--- src/rtl/demux_1a2_fifo.sv ---
// demux_1a2_fifo: splits an interleaved byte stream into two lanes by slot
// phase, buffering each lane in its own first-word-fall-through FIFO.
//
// Ports:
//   clk, reset                 clock, async active-high reset
//   data_in, valid_in          interleaved stream byte and its slot valid
//   pop_0, pop_1               consumer takes head of lane 0 / lane 1
//   data_out_0, data_out_1     head entry of each lane FIFO
//   valid_out_0, valid_out_1   lane FIFO non-empty
//   full_0, full_1             lane FIFO holds DEPTH entries
//   count_0, count_1           lane occupancy, 0..DEPTH
//   overflow_0, overflow_1     sticky: a valid byte was dropped on a full lane
//   slot                       lane written by the next edge
module demux_1a2_fifo #(
    parameter int DATA_W = 8,
    parameter int DEPTH  = 4
) (
    input  logic                   clk,
    input  logic                   reset,
    input  logic [DATA_W-1:0]      data_in,
    input  logic                   valid_in,
    input  logic                   pop_0,
    input  logic                   pop_1,
    output logic [DATA_W-1:0]      data_out_0,
    output logic [DATA_W-1:0]      data_out_1,
    output logic                   valid_out_0,
    output logic                   valid_out_1,
    output logic                   full_0,
    output logic                   full_1,
    output logic [$clog2(DEPTH):0] count_0,
    output logic [$clog2(DEPTH):0] count_1,
    output logic                   overflow_0,
    output logic                   overflow_1,
    output logic                   slot
);

    localparam int PW = $clog2(DEPTH);
    localparam int CW = PW + 1;
    localparam logic [CW-1:0] FULL_CNT = CW'(DEPTH);

    logic              slot_q;
    logic [1:0]        push_req;
    logic [1:0]        pop_req;
    logic [1:0]        push_ok;
    logic [1:0]        pop_ok;
    logic [1:0]        ovf_q;
    logic [DATA_W-1:0] mem    [2][DEPTH];
    logic [PW-1:0]     wr_ptr [2];
    logic [PW-1:0]     rd_ptr [2];
    logic [CW-1:0]     cnt    [2];

    // Only the lane owning the current slot can see a push.
    assign push_req = {valid_in & slot_q, valid_in & ~slot_q};
    assign pop_req  = {pop_1, pop_0};

    // A pop on an empty lane is ignored; a push into a full lane is
    // accepted only when a pop frees the head in the same edge.
    always_comb begin
        push_ok = '0;
        pop_ok  = '0;
        for (int l = 0; l < 2; l++) begin
            pop_ok[l]  = pop_req[l] & (cnt[l] != '0);
            push_ok[l] = push_req[l] & ((cnt[l] != FULL_CNT) | pop_ok[l]);
        end
    end

    always_ff @(posedge clk or posedge reset) begin
        if (reset) begin
            slot_q <= 1'b0;
            ovf_q  <= '0;
            for (int l = 0; l < 2; l++) begin
                wr_ptr[l] <= '0;
                rd_ptr[l] <= '0;
                cnt[l]    <= '0;
                for (int i = 0; i < DEPTH; i++) begin
                    mem[l][i] <= '0;
                end
            end
        end else begin
            slot_q <= ~slot_q;
            for (int l = 0; l < 2; l++) begin
                if (push_ok[l]) begin
                    mem[l][wr_ptr[l]] <= data_in;
                    wr_ptr[l]         <= wr_ptr[l] + PW'(1);
                end
                if (pop_ok[l]) begin
                    rd_ptr[l] <= rd_ptr[l] + PW'(1);
                end
                if (push_ok[l] && !pop_ok[l]) begin
                    cnt[l] <= cnt[l] + CW'(1);
                end else if (pop_ok[l] && !push_ok[l]) begin
                    cnt[l] <= cnt[l] - CW'(1);
                end
                if (push_req[l] && !push_ok[l]) begin
                    ovf_q[l] <= 1'b1;
                end
            end
        end
    end

    assign data_out_0  = mem[0][rd_ptr[0]];
    assign data_out_1  = mem[1][rd_ptr[1]];
    assign valid_out_0 = (cnt[0] != '0);
    assign valid_out_1 = (cnt[1] != '0);
    assign full_0      = (cnt[0] == FULL_CNT);
    assign full_1      = (cnt[1] == FULL_CNT);
    assign count_0     = cnt[0];
    assign count_1     = cnt[1];
    assign overflow_0  = ovf_q[0];
    assign overflow_1  = ovf_q[1];
    assign slot        = slot_q;

endmodule

--- config.mk ---
export PLATFORM = sky130hd
export DESIGN_NAME = demux_1a2_fifo
export DESIGN_NICKNAME = d
export VERILOG_FILES = /design/src/rtl/demux_1a2_fifo.sv
export SDC_FILE = /design/constraint.sdc
export NUM_CORES = 1
export LEC_CHECK = 0
export CAP_MARGIN = 20
export CORE_MARGIN = 1.5
export CORE_UTILIZATION = 55
export CTS_BUF_LIST = sky130_fd_sc_hd__clkbuf_4
export CTS_CLUSTER_SIZE = 28
export DETAILED_ROUTE_END_ITERATION = 16
export GPL_TIMING_DRIVEN = 0
export PLACE_DENSITY_LB_ADDON = 0.1
export REMOVE_ABC_BUFFERS = 1
export SLEW_MARGIN = 20
export SYNTH_ARGS = -nofsm -noshare
export SYNTH_HDL_FRONTEND = slang
export SYNTH_SLANG_ARGS = --single-unit
--- constraint.sdc ---
create_clock -name clk -period 4.15 [get_ports clk]
set_input_delay 0.6225 -clock clk [delete_from_list [all_inputs] [get_ports clk]]
set_output_delay 0.6225 -clock clk [all_outputs]
set_load 0.05 [all_outputs]
==> flow_summary.yaml, run 1 <==
run_status:
  status: "finished with violations"
  violations: "DRC"
clocking:
  cts_made_buffers: 9
  clk_pin_slew_ns: 0.12
  clock_path_buffers: 2
  postCtsResizedCells: 0
  postCtsHoldBufs: 0
  htree_levels: 3
  cts.sinks: 81
  cts_tree: "built"
  post_cts.repair.setup_buffers: 0
  ctsRootBufferMaster: "clkbuf_4"
  worstSkewPairLatency_ns: 0.40
route:
  drt_iter0_drc: 49
  finalWirelength_mm: 6.473
  ant_nets: 0
  firstDrtPassIters: 10
  vias: 2046
  post_drt_wl_per_cell_microns: 18.03
  via_per_inst: 5.699
  drc: 1
sta:
  slew_headroom_pct: 45.05
  hold_violations: 0
  worst_pin_slew_ns: 0.8207
  period_minus_slack_ns: 3.095
  maxSlewViolCount: 0
  rsz0062_at_grt: "no"
  setup_tns_ns: 0
  fin_crit_sh_pct: 74.58
  fmax_mhz: 323.1
  setup-violations-final: 0
  fin_skew_ns: 0.01060
global_route:
  overflow: 0
  grt_max_degree: 43
  grt_pass1_vias: 2248
  grt_pass1_wl_mm: 11.07
  globalRouteTotalUtil_pct: 20.04
  antenna_found_initial: 0
layout:
  syn_to_final_growth_pct: 16.16
  drive_above_1_share_pct: 39.36
  fillers: 478
  final_net_count: 303
  diodes: 0
yosys:
  synth_compound_area_share_pct: 0.4023
  muxShareOfSynthArea_pct: 30.17
  synthSimpleGateAreaFrac_pct: 6.403
  synth_top_area_share_pct: 54.31
  synth_cell_types: 22
  synthCells: 230
  synth_area_sq_mm: 0.003732
  ys_seq_elements: 81
  seq_area_frac_synth_pct: 54.31
  synth.yosys.warnings: 0
  synth_top_area_cell: "dfrtp_1"
  synth.area.top_cells: "dfrtp_1, mux2_2, mux4_2"
  synthXorXnorAreaFrac_pct: 2.816
  synth_top_family_by_area: "multiplexers"
  synth_area_per_cell_sq_um: 16.23
  synthAdderAreaFrac_pct: 4.425
flow_run:
  drv_cap: 0
place:
  dp_hpwl_mm: 4.410
  gp_congestion: 0.6562
  portBuffers: 41
critical_path:
  required_ns: 3.53
  critical_path.max_fanout: 10
  startpoint_type: "register"
  crit_arrival_ns: 2.47
  path_class: "register to output pin"
  worstSetupEndpointType: "output pin"
floorplanning:
  rows: 29
  start_util_pct: 57.79
  die_h_microns: 85.38
  dieArea_sq_mm: 0.007289
  pin_count: 42
  coreArea_sq_mm: 0.006459
  die_w_microns: 85.38
hold_path:
  min_path_type: "register to register"
-- layout by cell type (no fill, tap or decap), drive strengths merged, types with 5 or more instances in the layout --
cell type	count
inv	8
clkbuf	10
mux2	68
xnor2	8
nor2	6
ha	10
clkdlybuf4s50	41
clkinv	5
nor3b	10
dfrtp	81
mux4	16
-- cell usage after synthesis --
library cell / count
nand2b_1: 1
inv_1: 8
nor4b_4: 2
or3_1: 1
a21o_1: 2
xor2_1: 4
ha_1: 10
buf_1: 2
nor3b_2: 6
or3_2: 1
mux2_2: 68
nor3b_1: 2
buf_4: 1
nor2_1: 6
buf_2: 2
nand2_1: 3
mux4_2: 16
dfrtp_1: 81
nor3b_4: 2
xnor2_1: 8
fa_1: 2
nand3_1: 2
-- critical path: stages, from the launching register on --
cell	delay, ns
dfrtp_1	0.76
mux4_2	0.59
clkdlybuf4s50_1	0.72
-- state kept, by name, indices dropped and copies added, names as in the netlist --
| register | count |
|---|---|
| mem | 64 |
| rd_ptr | 4 |
| wr_ptr | 4 |
| count_0 | 3 |
| count_1 | 3 |
| ovf_q | 2 |
| slot | 1 |
-- final cells by class --
class	instances	area [sq um]	share of cell area, %
multi-input cells	136	1650	38.07
well taps	77	96.34	2.222
flip-flops and latches	81	2027	46.75
clock inverters	5	23.77	0.5483
clock buffers	10	75.07	1.732
inverters	8	32.53	0.7504
repair buffers	42	430.4	9.928
-- logic make-up after synthesis --
| logic type | count (synthesis) |
|---|---|
| DFF | 81 |
| muxes | 84 |
| adders and majority gates | 12 |
| buffers and inverters | 13 |
| xor gates and xnor gates | 12 |
| and+or+nand+nor | 26 |
| AOI/OAI and AO/OA | 2 |
-- worst paths after layout --
check,startpoint,end,slack [ns],cells after the start
max,rd_ptr[0],data_out_1[6],1.05,2
min,slot,slot,0.47,1
max reg2reg,count_0[0],count_0[1],1.80,6
min reg2reg,slot,slot,0.47,1
max in group asynchronous,reset,mem[17],2.96,3
min in group asynchronous,reset,count_0[2],0.60,2
-- metal layers --
layer	global-route usage (%)	vias up	part of all wire, %
met2	33.04	43	49
li1	-	937	-
met5	0	-	0
met4	7.038	0	1.7
met3	3.016	9	3.1
met1	27.47	1057	46
-- per-stage QoR --
stage | instances | instance area, sq um | utilization (%) | hold WS (ns) | setup slack (ns)
2_1_floorplan | 225 | 3707 | - | 0.4752 | 1.447
3_5_place_dp | 344 | 4237 | 65.59 | 0.4459 | 1.208
6_report | 359 | 4335 | 67.13 | 0.4694 | 1.055
3_3_place_gp | 343 | 4214 | 65.25 | 0.4433 | 0.1525
5_1_grt | 359 | 4335 | 67.13 | 0.4913 | 0.9186
4_1_cts | 359 | 4335 | 67.13 | 0.4773 | 0.9998
Power of run 1 is not shown: default switching activity piles up to over one toggle a cycle in this logic, so the estimate is an artifact.
==> inputs of run 2 (changes only) <==
==> constraint.sdc (replaced) <==
create_clock -name clk -period 2.97 [get_ports clk]
set_input_delay 0.4455 -clock clk [delete_from_list [all_inputs] [get_ports clk]]
set_output_delay 0.4455 -clock clk [all_outputs]
set_load 0.05 [all_outputs]
==> run 2 against run 1 <==
Net effect:
- final cell count did not move
- critical path type unchanged
- sequential share of layout area is essentially flat
- non-clock buffer count unchanged
- count of clock-buffer cells in the layout did not move
- clock skew down 0.0020 ns
- worst hold slack got worse by 0.047 ns
- the flow still finishes with violations (DRC)
- sequential cell count did not move
- first-iteration DRC count rose by 22%
- utilization hardly changed
- global-route usage shrank 0.084 points
- wire length is 0.17% higher
- critical path depth is the same
==> flow_summary.yaml, run 2 (synthesis gave the netlist of run 1 again) <==
route:
  finalWirelength_mm: 6.484
  via_per_inst: 5.696
  drc: 1
  drt_iter0_drc: 60
  post_drt_wl_per_cell_microns: 18.06
  vias: 2045
  firstDrtPassIters: 10
  ant_nets: 0
critical_path:
  rrSetupSlack_ns: 0.62
  path_class: "register to output pin"
  cp_slowest_cell: "clkdlybuf4s50_1"
  critical_path.max_fanout: 10
  worstSetupEndpointType: "output pin"
  slowest_delay_ns: 0.72
  required_ns: 2.52
  crit_arrival_ns: 2.28
  startpoint_type: "register"
  crit_chain: "mux4_2 > clkdlybuf4s50_1"
floorplanning:
  die_h_microns: 85.38
  dieArea_sq_mm: 0.007289
  rows: 29
  coreArea_sq_mm: 0.006459
  pin_count: 42
  die_w_microns: 85.38
  start_util_pct: 57.79
clocking:
  worstSkewPairLatency_ns: 0.40
  clk_pin_slew_ns: 0.12
  htree_levels: 3
  clock_path_buffers: 2
  cts_made_buffers: 9
  ctsRootBufferMaster: "clkbuf_4"
  cts.sinks: 81
  postCtsHoldBufs: 0
  cts_tree: "built"
layout:
  drive_above_1_share_pct: 40.07
  final_cell_mix: "dfrtp_1, mux2_2, clkdlybuf4s50_1, mux4_2"
  regMostFlops: "mem"
  reg_top3: "mem x64, rd_ptr x4, wr_ptr x4"
  fillers: 482
  syn_to_final_growth_pct: 16.23
  final_net_count: 303
  final_common_cell: "dfrtp_1"
  largest_register_ffs: 64
  diodes: 0
flow_run:
  drv_cap: 0
global_route:
  antenna_found_initial: 0
  grt_pass1_vias: 2237
  grt_pass1_wl_mm: 11.03
  globalRouteTotalUtil_pct: 19.96
  overflow: 0
  grt_max_degree: 43
sta:
  fmax_mhz: 366.8
  rsz0062_at_grt: "no"
  fin_skew_ns: 0.008559
  hold_violations: 0
  setup-violations-final: 0
  slew_headroom_pct: 45.41
  period_minus_slack_ns: 2.726
  hold_ws_ns: 0.4226
  fin_crit_sh_pct: 91.79
  maxSlewViolCount: 0
  worst_pin_slew_ns: 0.8153
place:
  portBuffers: 41
  gp_congestion: 0.6562
  dp_hpwl_mm: 4.410
run_status:
  violations: "DRC"
  status: "finished with violations"
hold_path:
  min_path_type: "input pin to asynchronous set/reset pin"
[run 2: cell count changes in the layout (fill, tap and decap cells not counted)]
cell / before / now
dfrtp_1: 81 / 79
dfrtp_2: 0 / 2
[run 2: timing repair]
action,4_1_cts,5_1_grt
setup buffers,0,0
gates cloned,0,0
endpoints found under the setup margin,4,8
gates resized for setup,1,1
[run 2: layout make-up]
cell class / instances / area (sq um) / area share, %
well taps: 77 / 96.34 / 2.221
clock inverters: 5 / 23.77 / 0.5480
multi-input cells: 136 / 1650 / 38.04
clock buffers: 10 / 75.07 / 1.731
repair buffers: 42 / 430.4 / 9.922
flip-flops and latches: 81 / 2029 / 46.78
inverters: 8 / 32.53 / 0.7499
[run 2: worst paths after layout]
| path | endpoint | cells past startpoint | startpoint |
|---|---|---|---|
| max | data_out_1[6] | 2 | rd_ptr[0] |
| min | slot | 2 | reset |
| max reg2reg | count_0[1] | 6 | count_0[0] |
| min reg2reg | slot | 1 | slot |
| max in group asynchronous | mem[1] | 3 | reset |
| min in group clk | slot | 1 | slot |
[run 2: critical path, delay by kind of cell (launching register included)]
| kind | cells | cell delay [ns] |
|---|---|---|
| buffers and inverters | 1 | 0.72 |
| muxes | 1 | 0.56 |
| DFF | 1 | 0.60 |
[run 2: layer usage]
metal / track usage [%] / wire (microns) / share of wire [%] / vias to the layer above
met3: 3.016 / 188 / 2.9 / 9
met2: 32.76 / 3180 / 49 / 41
li1: - / - / - / 939
met4: 7.038 / 108 / 1.7 / 0
met5: 0 / 0 / 0 / -
met1: 27.47 / 3006 / 46 / 1056
[run 2: through the flow]
stage	setup WS [ns]	setup TNS, ns	util (%)	std cells	area (sq um)
4_1_cts	0.01655	0	67.14	359	4337
5_1_grt	0.1408	0	67.16	359	4338
3_5_place_dp	0.2049	0	65.59	344	4237
2_1_floorplan	0.3750	0	-	225	3707
3_3_place_gp	-0.8505	-68.65	65.25	343	4214
6_report	0.2439	0	67.16	359	4338
Power of run 2 is left out for the same reason.
